--- src/rtl/alu_ctrl_seq.sv ---
// ALU control sequencer: registered ALU op decode with illegal-encoding detection and RV32M mul/div sequencing.
// Mul/div sequencing is compiled in only when ALU_CTRL_SEQ_RV32M_EN is defined.
module alu_ctrl_seq #(
   parameter int MUL_LAT      = 4,
   parameter int DIV_LAT      = 33,
   parameter int CNT_W        = 6,
   parameter bit SHIFT_STRICT = 1'b1
) (
   input  logic       clk,
   input  logic       rst,
   input  logic       dec_valid,
   input  logic [1:0] ALU_Op,
   input  logic [2:0] funct3,
   input  logic [6:0] funct7,
   input  logic       flush,
   output logic [3:0] op,
   output logic       op_valid,
   output logic       illegal,
   output logic       md_start,
   output logic [2:0] md_func,
   output logic       md_is_div,
   output logic       stall,
   output logic       md_done
);

   localparam logic [3:0] OP_AND  = 4'b0000;
   localparam logic [3:0] OP_OR   = 4'b0001;
   localparam logic [3:0] OP_ADD  = 4'b0010;
   localparam logic [3:0] OP_XOR  = 4'b0101;
   localparam logic [3:0] OP_SUB  = 4'b0110;
   localparam logic [3:0] OP_SRL  = 4'b1000;
   localparam logic [3:0] OP_SRA  = 4'b1001;
   localparam logic [3:0] OP_SLL  = 4'b1010;
   localparam logic [3:0] OP_SLT  = 4'b1100;
   localparam logic [3:0] OP_SLTU = 4'b1101;

   localparam logic [6:0] F7_BASE = 7'b0000000;
   localparam logic [6:0] F7_ALT  = 7'b0100000;
   localparam logic [6:0] F7_MD   = 7'b0000001;

   // Counter reload values: MD_RUN lasts LAT cycles, counting LAT-1 down to 0
   localparam logic [CNT_W-1:0] MUL_CNT = CNT_W'(MUL_LAT - 1);
   localparam logic [CNT_W-1:0] DIV_CNT = CNT_W'(DIV_LAT - 1);

   typedef enum logic [1:0] {IDLE, MD_RUN, MD_DONE} state_t;

   state_t           state, state_nxt;
   logic [CNT_W-1:0] cnt, cnt_nxt;
   logic             accept_p0;
   logic [3:0]       op_p0;
   logic             ill_p0;
   logic             md_p0;
   logic [3:0]       op_p1;
   logic             vld_p1;
   logic             ill_p1;

   function automatic logic [3:0] base_op(input logic [2:0] f3);
      case (f3)
         3'd0:    base_op = OP_ADD;
         3'd1:    base_op = OP_SLL;
         3'd2:    base_op = OP_SLT;
         3'd3:    base_op = OP_SLTU;
         3'd4:    base_op = OP_XOR;
         3'd5:    base_op = OP_SRL;
         3'd6:    base_op = OP_OR;
         default: base_op = OP_AND;
      endcase
   endfunction

   // Stage p0: combinational decode of the instruction in the decode slot
   always_comb begin
      op_p0  = OP_ADD;
      ill_p0 = 1'b0;
      md_p0  = 1'b0;
      case (ALU_Op)
         2'b00: op_p0 = OP_ADD;
         2'b01: op_p0 = OP_SUB;
         2'b10: begin
            if (funct7 == F7_BASE) begin
               op_p0 = base_op(funct3);
            end else if (funct7 == F7_ALT) begin
               if (funct3 == 3'd0)      op_p0  = OP_SUB;
               else if (funct3 == 3'd5) op_p0  = OP_SRA;
               else                     ill_p0 = 1'b1;
            end else if (funct7 == F7_MD) begin
`ifdef ALU_CTRL_SEQ_RV32M_EN
               md_p0 = 1'b1;
`else
               ill_p0 = 1'b1;
`endif
            end else begin
               ill_p0 = 1'b1;
            end
         end
         default: begin
            // I-type: funct7 is immediate except for shift encodings
            op_p0 = base_op(funct3);
            if (funct3 == 3'd1 && SHIFT_STRICT && funct7 != F7_BASE)
               ill_p0 = 1'b1;
            if (funct3 == 3'd5) begin
               op_p0 = funct7[5] ? OP_SRA : OP_SRL;
               if (SHIFT_STRICT && funct7 != F7_BASE && funct7 != F7_ALT)
                  ill_p0 = 1'b1;
            end
         end
      endcase
      if (ill_p0) op_p0 = OP_ADD;
   end

   always_comb begin
      state_nxt = state;
      cnt_nxt   = cnt;
      accept_p0 = 1'b0;
      case (state)
         IDLE, MD_DONE: begin
            state_nxt = IDLE;
            accept_p0 = dec_valid;
            if (dec_valid && md_p0) begin
               state_nxt = MD_RUN;
               cnt_nxt   = funct3[2] ? DIV_CNT : MUL_CNT;
            end
         end
         MD_RUN: begin
            if (cnt == '0) state_nxt = MD_DONE;
            else           cnt_nxt   = cnt - 1'b1;
         end
         default: state_nxt = IDLE;
      endcase
      if (flush) begin
         state_nxt = IDLE;
         cnt_nxt   = '0;
         accept_p0 = 1'b0;
      end
   end

   always_ff @(posedge clk) begin
      if (rst) begin
         state <= IDLE;
         cnt   <= '0;
      end else begin
         state <= state_nxt;
         cnt   <= cnt_nxt;
      end
   end

   // Stage p1: registered outputs toward EX
   always_ff @(posedge clk) begin
      if (rst) begin
         op_p1  <= OP_AND;
         vld_p1 <= 1'b0;
         ill_p1 <= 1'b0;
      end else begin
         vld_p1 <= accept_p0 && !ill_p0 && !md_p0;
         ill_p1 <= accept_p0 && ill_p0;
         if (accept_p0 && !md_p0) op_p1 <= op_p0;
      end
   end

   assign op       = op_p1;
   assign op_valid = vld_p1;
   assign illegal  = ill_p1;

`ifdef ALU_CTRL_SEQ_RV32M_EN
   logic       start_p1;
   logic [2:0] md_func_p1;

   always_ff @(posedge clk) begin
      if (rst) begin
         start_p1   <= 1'b0;
         md_func_p1 <= 3'b000;
      end else begin
         start_p1 <= accept_p0 && md_p0;
         if (accept_p0 && md_p0) md_func_p1 <= funct3;
      end
   end

   assign md_start  = start_p1;
   assign md_func   = md_func_p1;
   assign md_is_div = md_func_p1[2];
   assign stall     = (state == MD_RUN);
   assign md_done   = (state == MD_DONE);
`else
   assign md_start  = 1'b0;
   assign md_func   = 3'b000;
   assign md_is_div = 1'b0;
   assign stall     = 1'b0;
   assign md_done   = 1'b0;
`endif

endmodule

--- config.mk ---
export PLATFORM = sky130hd
export DESIGN_NAME = alu_ctrl_seq
export DESIGN_NICKNAME = d
export VERILOG_FILES = /design/src/rtl/alu_ctrl_seq.sv
export SDC_FILE = /design/constraint.sdc
export NUM_CORES = 1
export LEC_CHECK = 0
export CORE_MARGIN = 3
export CORE_UTILIZATION = 39
export DETAILED_ROUTE_END_ITERATION = 16
export PLACE_DENSITY = 0.83
export SYNTH_ARGS = -nofsm -noshare
export SYNTH_HDL_FRONTEND = slang
export SYNTH_SLANG_ARGS = --single-unit
--- constraint.sdc ---
create_clock -name clk -period 2.8 [get_ports clk]
set_input_delay 0.7 -clock clk [delete_from_list [all_inputs] [get_ports clk]]
set_output_delay 0.7 -clock clk [all_outputs]
set_load 0.05 [all_outputs]
==> results.md <==
* Status: completed
* Total die area at 1790 um^2
* Routed WL per cell at 11.8 um
* Cts bufs inserted at 3
* Number of rows in the core area at 12
* Number of I/O port buffers at 21
* Flip-flop and latch count after synthesis at 6
* Resize count post-CTS at 0
* Final estimated routing congestion in global placement at 0.868
* Count of different cell masters after synthesis at 33
* Grt total ovfl at 0
* Number of flops mapped to enable cells by yosys at 0
* Pin count of the biggest net entering global routing at 13
* First-pass detailed-route iteration total at 4
* Number of global-route vias before repair at 453
* Power density over the cells at 371 nW/um^2
* Layout overhead on the synthesized area at 38.3%
* Global-route total usage across every layer at 14.7%
* Proportion of total power due to net switching at 34.1%
* Top cell type's share of synthesized area at 23.4%
* YS warnings at 0
* Final Max Tran Viols at 0
* Fraction of layout instances using a drive strength above 1 at 7.14%
* Share of total power in combinational logic at 36.2%
* Total clock sinks at 6
* Number of DRC violations after detailed-routing iteration 0 at 22
* Starting Density at 43.8%
* Wire length of the first global-routing pass at 2040 um
* Cell type with the largest total area after synthesis: dfxtp_1
* Maximum buffer depth of the clock tree at 2
* Clock Pin Slew Worst Setup and Hold Paths at 0.05 ns
* Number of maximum-capacitance constraint violations at 0
* Number of antenna diodes at 0
* Fmax at 0.463 GHz
* DRC violations left at 0
* Post-CTS Repair Setup Buffers at 0
* Placed wire-length estimate after detailed placement at 941 um
* Type of destination of the critical path: flip-flop
* Height of the die at 42.3 um
* Antenna violation net count after detailed routing at 0
* Critical path data arrival time at 2.31 ns
* Launching element type of the critical path: input port
* Final min period at 2.16 ns
* Part of the cycle the worst path needs at 77.1%
* Number of setup violations in the final report at 0
* Final design area excluding fillers at 709 um^2
* Top flip-flop cell by instance count after synthesis: dfxtp_1
* Worst VDD drop at 198 uV
* Top post-synthesis cells by area: dfxtp_1 23%, buf_4 12%, or2b_1 4.4%
* Root buffer cell: clkbuf_4
* Avg Synthesized Cell Area at 8.02 um^2
* Setup Crit Path Kind: input port to flip-flop
* Setup repair after global routing missed its margin: no
* Number of primary I/O pins at 29
* Clock share of power at 29.6%
* Worst Path Max Fanout at 12
* Area of the core region at 1170 um^2
* Total Negative Setup Slacks at 0 ns
* Required time worst endpoint at 2.95 ns
* Share of flip-flops with an asynchronous set or reset at 0%
* Proportion of power drawn by flip-flops and latches at 34.3%
* Post-Syn Area at 513 um^2
* Static Leakage at 0.000274 uW
* CTS tree: built
* Final Hold Viols at 0
* Path type of the worst min-delay path: flip-flop to flip-flop
* Clk_lat worst skew at 0.24 ns
* Sequential-to-total area share from yosys stat at 23.4%
* Detailed-route vias per instance at 5.29
* H-tree level count at 1
* Antenna violations before repair at 0
* Hold bufs inserted after CTS at 0
* Final net count at 102
* Synth Instances at 64
* Power Internal at 173 uW
* Dpl cell area at 687 um^2
* Reported net switching power at 89.8 uW
* Die extent in x at 42.3 um
* Via count at 518
* Post-route clock skew at 0 ns
* Total wire length after detailed routing at 1150 um
==> power by group through the flow <==
stage / Sequential (uW) / Combinational, uW / Clock (uW)
2_1_floorplan: 103 / 57.4 / 0
3_3_place_gp: 91.7 / 93.6 / 0
3_5_place_dp: 91.7 / 94.6 / 0
4_1_cts: 90.2 / 94.9 / 82.9
5_1_grt: 90.5 / 102 / 88.2
6_report: 90.2 / 95.2 / 77.8
==> layer usage <==
metal,vias to the layer above,part of all wire (%),GRT usage [%]
li1,268,-,-
met4,0,1.5,5.59
met5,-,0,0
met1,226,45,18.1
met2,20,46,22.2
met3,4,7.5,6.44
==> flip-flops by register name, indices dropped and copies added, names as in the netlist <==
| signal | count |
|---|---|
| illegal | 1 |
| op | 4 |
| op_valid | 1 |
==> through the flow <==
step	total power (uW)	std cells	setup WS [ns]	hold WS, ns	utilization [%]
6_report	263	98	0.642	0.457	60.6
5_1_grt	281	98	0.527	0.492	60.6
4_1_cts	268	98	0.646	0.465	60.6
3_5_place_dp	186	95	0.413	0.460	58.7
3_3_place_gp	185	95	0.413	0.448	58.7
2_1_floorplan	160	70	0.967	0.661	-
==> kinds of logic after synthesis <==
logic type	after synthesis	share of synthesized area, %
XOR/XNOR	1	1.71
flip-flops	6	23.4
AO/OA/AOI/OAI	18	25.1
other	1	0.731
AND/OR/NAND/NOR	24	31.2
buffers and inverters	14	17.8
==> cells in the final DEF, fill, tap and decap left out, drive strengths merged <==
cell type      netlist  routed
clkdlybuf4s50        0      21
conb                 1       7
dfxtp                6       6
nand2                5       5
inv                  4       4
o21ai                4       4
or2b                 3       3
a21oi                3       3
clkbuf               0       3
nor4                 3       3
nor2                 2       2
nor3                 2       2
a31oi                2       2
and3b                2       2
and3                 2       2
xnor2                1       1
nand3b               1       1
a32oi                1       1
nand2b               1       1
nand3                1       1
o22ai                1       1
nor2b                1       1
a32o                 1       1
or4b                 1       1
o2111ai              1       1
a311oi               1       1
o211ai               1       1
a211o                1       1
o221a                1       1
a2111o               1       1
==> path summary, 6_finish.rpt <==
path | slack, ns | startpoint | to | cells past startpoint
hold / removal | 0.46 | op[3] | op[3] | 2
hold reg to reg | 0.46 | op[3] | op[3] | 2
setup / recovery | 0.64 | funct3[2] | op[2] | 5
setup reg to reg | 2.13 | op[2] | op[2] | 2
==> Yosys cell counts, types with 2 or more instances <==
cell	n
inv_1	4
and3b_2	2
nand2_1	5
dfxtp_1	6
a31oi_1	2
nor4_1	2
and3_1	2
a21oi_1	3
buf_4	8
nor3_1	2
nor2_1	2
or2b_1	3
o21ai_0	3
==> final cells by class <==
type                       count  area [um^2]
fill                         113          462
multi-input combinational     50          324
timing repair buffer          21          210
sequential                     6          120
clock buffer                   3         22.5
tap                           14         17.5
inverter                       4         15.0
==> critical path, cell delays in order <==
cell and delay, ns:
clkdlybuf4s50_1 0.67, or4b_1 0.47, o21ai_1 0.09, o2111ai_1 0.12
a311oi_1 0.26
No activity file was read; power rests on OpenSTA's default activity.
